**config.mk**
```make
export PLATFORM = sky130hd
export DESIGN_NAME = spi_ram
export DESIGN_NICKNAME = d
export VERILOG_FILES = /design/src/rtl/spi_ram.sv
export SDC_FILE = /design/constraint.sdc
export NUM_CORES = 2
export LEC_CHECK = 0
export ABC_AREA = 1
export CAP_MARGIN = 20
export CELL_PAD_IN_SITES_DETAIL_PLACEMENT = 0
export CELL_PAD_IN_SITES_GLOBAL_PLACEMENT = 2
export CORE_AREA = 2 2 462 464
export DETAILED_ROUTE_END_ITERATION = 8
export DIE_AREA = 0 0 464 466
export GPL_TIMING_DRIVEN = 0
export PLACE_DENSITY_LB_ADDON = 0.1
export SLEW_MARGIN = 20
export SYNTH_ARGS = -nofsm -noshare
export SYNTH_HDL_FRONTEND = slang
export SYNTH_SLANG_ARGS = --single-unit
```
**constraint.sdc**
```tcl
create_clock -name clk -period 2.7 [get_ports clk]
set_clock_uncertainty 0.05 [all_clocks]
set_input_delay 0.81 -clock clk [delete_from_list [all_inputs] [get_ports clk]]
set_output_delay 0.81 -clock clk [all_outputs]
set_load 0.1 [all_outputs]
```
**src/rtl/spi_ram.sv**
```systemverilog
// spi_ram: 256x8 single-port storage behind the SPI slave.
// Decodes 10-bit command words into address loads, writes and reads.
module spi_ram #(
    parameter int MEM_DEPTH = 256,
    parameter int ADDR_SIZE = 8
) (
    input  logic       clk,
    input  logic       rst_n,
    input  logic [9:0] din,
    input  logic       rx_valid,
    output logic       tx_valid,
    output logic [7:0] dout
);

    localparam logic [1:0] OP_WR_ADDR = 2'b00;
    localparam logic [1:0] OP_WR_DATA = 2'b01;
    localparam logic [1:0] OP_RD_ADDR = 2'b10;
    localparam logic [1:0] OP_RD_DATA = 2'b11;

    logic [7:0]           mem [MEM_DEPTH];
    logic [ADDR_SIZE-1:0] wr_addr;
    logic [ADDR_SIZE-1:0] rd_addr;
    logic [1:0]           op;
    logic [7:0]           payload;
    logic                 cmd_ok;

    assign op      = din[9:8];
    assign payload = din[7:0];
    assign cmd_ok  = rx_valid && !rst_n;

    // Array kept out of the reset block so its contents survive reset.
    always_ff @(posedge clk) begin
        if (cmd_ok && op == OP_WR_DATA)
            mem[wr_addr] <= payload;
    end

    always_ff @(posedge clk) begin
        if (rst_n) begin
            wr_addr  <= '0;
            rd_addr  <= '0;
            dout     <= '0;
            tx_valid <= 1'b0;
        end else begin
            tx_valid <= 1'b0;
            if (rx_valid) begin
                unique case (1'b1)
                    (op == OP_WR_ADDR): wr_addr <= payload[ADDR_SIZE-1:0];
                    (op == OP_WR_DATA): ;
                    (op == OP_RD_ADDR): rd_addr <= payload[ADDR_SIZE-1:0];
                    (op == OP_RD_DATA): begin
                        dout     <= mem[rd_addr];
                        tx_valid <= 1'b1;
                    end
                    default: ;
                endcase
            end
        end
    end

endmodule

```
==> results.cfg <==
[place]
dpl-instance-area_mm2 = 0.08896
dp_slack_ns = -2.544
gp_congestion = 0.9490
hpwl_um = 254600
placed_cells = 9985
portBuffers = 20

[timing]
setup_violations = 196
holdWs_ns = 0.2171
relSlewSlack_pct = 15.95
slew_viol_final = 0
post-route-period-util_pct = 104.5
fin_tns_setup_ns = -10.89
period_needed_ns = 2.821
finalHoldViolCount = 0
setup_ws_ns = -0.1210
fmax_mhz = 354.5
rsz0062_at_grt = yes
worst_pin_slew_ns = 1.261

[global_routing]
grt_max_degree = 105
grt_use_total_pct = 33.54
first_global_vias = 56040
antenna_found_initial = 17
grt_pass1_wl_um = 491000
grt_overflow = 0

[route]
via_count = 60350
drtIter0Drc = 7650
dr.pass1.iters = 5
routed_wl_um = 368100
post-route-drc-count = 0
ant_nets = 0
vias_per_cell = 5.759
wl_per_cell_um = 35.13

[run]
maxCapViolCount = 0

[hold_path]
hold_end = mem[111][1]$_DFFE_PP_
min_path_cells = 1
min-delay-start = din[1]
min_path_type = in -> reg

[clock_tree]
cts_tree = done
cts_hold_buffers = 0
clk_pin_slew_worst_paths_ns = 0.06
clock_sink_count = 2073
clk_latency_ns = 0.92
cts_buffer_depth = 3
cts_max_level = 4
cts_buffers = 223
cts_root_buf = clkbuf_16

[finish]
final_cell_area_mm2 = 0.1016
final_nets = 7484
drive_gt1_share_pct = 17.54
fillers = 18920
stdcell_count = 10480
area_growth_pct = 20.90

[yosys]
ys_warn_count = 0
synth_area_mm2 = 0.08406
yosysUniqueCellTypes = 18
synth_seq_cells = 2073
seq_area_frac_synth_pct = 73.76
syn_area_per_cell_um2 = 11.84
syn_inst = 7102
syn_nets = 7115

[setup_path]
slowest_stage = nor2_2
crit_top_cell = nand2_1
r2r_setup_slack_ns = -0.12
crit_family = simple AND/OR/NAND/NOR gates
crit_type = reg -> reg
start_kind = flop
endpoint_kind = flop
crit_arrival_ns = 3.31
crit_fanout = 10
cp.required_ns = 3.18
r2r-start = wr_addr[4]$_SDFFE_PP0P_
r2r_cells = 5
worstSetupStartpoint = wr_addr[4]$_SDFFE_PP0P_
path_buf_inv = 2
cp_cell_sequence = nand2_1 > inv_1 > nand2_1 > clkbuf_1 > nor2_2
slowest_delay_ns = 0.68
timing.rr.end = mem[246][0]$_DFFE_PP_

[status]
violations = setup timing
run_status = finished, violations left

[power]
pwr-share-seq_pct = 49.9
clkPwrFrac_pct = 41.7
p_int_mw = 53.02
p_sw_mw = 17.89
p_comb_share_pct = 8.4
p_per_area_mw_per_mm2 = 697.7
peakVddDrop_mv = 0.7500
leakage_nw = 35.10
switching_share_pct = 25.23

[floorplan]
core-area_mm2 = 0.2112
die_w_um = 464
fp-row-count = 169
initial_core_util_pct = 39.79
io_pins = 22
die-height_um = 466
die-area_mm2 = 0.2162
-- final cells by class --
class	instances	area, um^2	share of cell area [%]
sequential	2073	62000	61.01
multi-input combinational	4482	22300	21.94
clock buffer	301	5974	5.879
buffer	485	4133	4.067
tap	2821	3530	3.473
timing repair buffer	146	2560	2.519
clock inverter	106	859.6	0.8458
inverter	60	247.7	0.2438
antenna	6	15.01	0.01477
-- power groups by stage --
stage,sequential (mW),clock (mW),combinational [mW]
final,35.4,29.5,5.96
after detailed placement,36.1,0,5.26
after CTS,35.4,29.6,5.65
after global placement,36.6,0,5.11
after floorplan,36.1,0,2.13
after global routing,35.4,30.8,6.12
-- metrics by stage --
step,power [mW],util [%]
2_1_floorplan,38.25,-
3_3_place_gp,41.67,41.57
3_5_place_dp,41.33,42.11
4_1_cts,70.66,47.48
5_1_grt,72.31,48.10
6_report,70.90,48.11
-- sequential cells by signal, indices dropped and copies added (netlist names) --
name / cells
dout: 8
wr_addr: 8
mem: 2048
tx_valid: 1
rd_addr: 8
-- cells in the mapped netlist --
| master | number | area [um^2] |
|---|---|---|
| inv_1 | 55 | 206.5 |
| a211oi_1 | 14 | 105.1 |
| dfxtp_1 | 25 | 500.5 |
| buf_4 | 36 | 270.3 |
| nor2_1 | 299 | 1122 |
| nor3_1 | 2 | 10.01 |
| nand3_1 | 2024 | 10130 |
| buf_2 | 309 | 1546 |
| a21oi_1 | 10 | 50.05 |
| nand2_1 | 2132 | 8003 |
| inv_2 | 1 | 3.750 |
| clkbuf_1 | 110 | 412.9 |
| nor4_4 | 1 | 21.27 |
| inv_4 | 1 | 6.260 |
| buf_1 | 27 | 101.4 |
| clkinv_1 | 3 | 11.26 |
| edfxtp_1 | 2048 | 61500 |
| buf_6 | 5 | 56.30 |
-- how the worst max path moves through the flow --
| stage | cells past startpoint | to |
|---|---|---|
| 3_3_place_gp | 1 | mem[149][0]$_DFFE_PP_ |
| 5_1_grt | 5 | mem[242][5]$_DFFE_PP_ |
| 6_report | 5 | mem[246][0]$_DFFE_PP_ |
| 3_5_place_dp | 8 | mem[89][7]$_DFFE_PP_ |
| 4_1_cts | 5 | mem[23][6]$_DFFE_PP_ |
| 2_1_floorplan | 7 | mem[153][0]$_DFFE_PP_ |
-- layout by cell type (no fill, tap or decap), drive strengths merged --
cell and count:
clkbuf 443, clkinvlp 3, buf 481, nand3 2024, nor3 2, clkdlybuf4s18 2, bufbuf 1, nor4 1
clkinv 92, a211oi 14, a21oi 10, bufinv 8, dfxtp 25, inv 63, dlymetal6s2s 2, edfxtp 2048
diode 6, dlygate4sd2 1, clkdlybuf4s15 2, nor2 299, nand2 2132
-- what timing repair did --
action                                  4_1_cts  5_1_grt
endpoints found under the setup margin     2064     1616
pin swaps                                    53       17
cloned                                        1        1
setup buffers                                76        6
gates resized for setup                    1031      304
-- routing by layer --
| metal | share of wire, % | wire length [um] | GRT usage [%] | up-vias |
|---|---|---|---|---|
| met1 | 41 | 149400 | 45.14 | 30710 |
| met2 | 46 | 170700 | 53.27 | 2973 |
| li1 | - | - | - | 26030 |
| met5 | 0.037 | 136 | 0.2196 | - |
| met4 | 5.0 | 18230 | 14.98 | 12 |
| met3 | 8.1 | 29660 | 5.960 | 634 |
-- cell families after synthesis --
group	Yosys count	share of synthesized area [%]
flops	2073	73.76
buf+inv	547	3.111
simple gates	4458	22.94
compound gates	24	0.1846
Note: power is estimated with default switching activity, not from simulation.
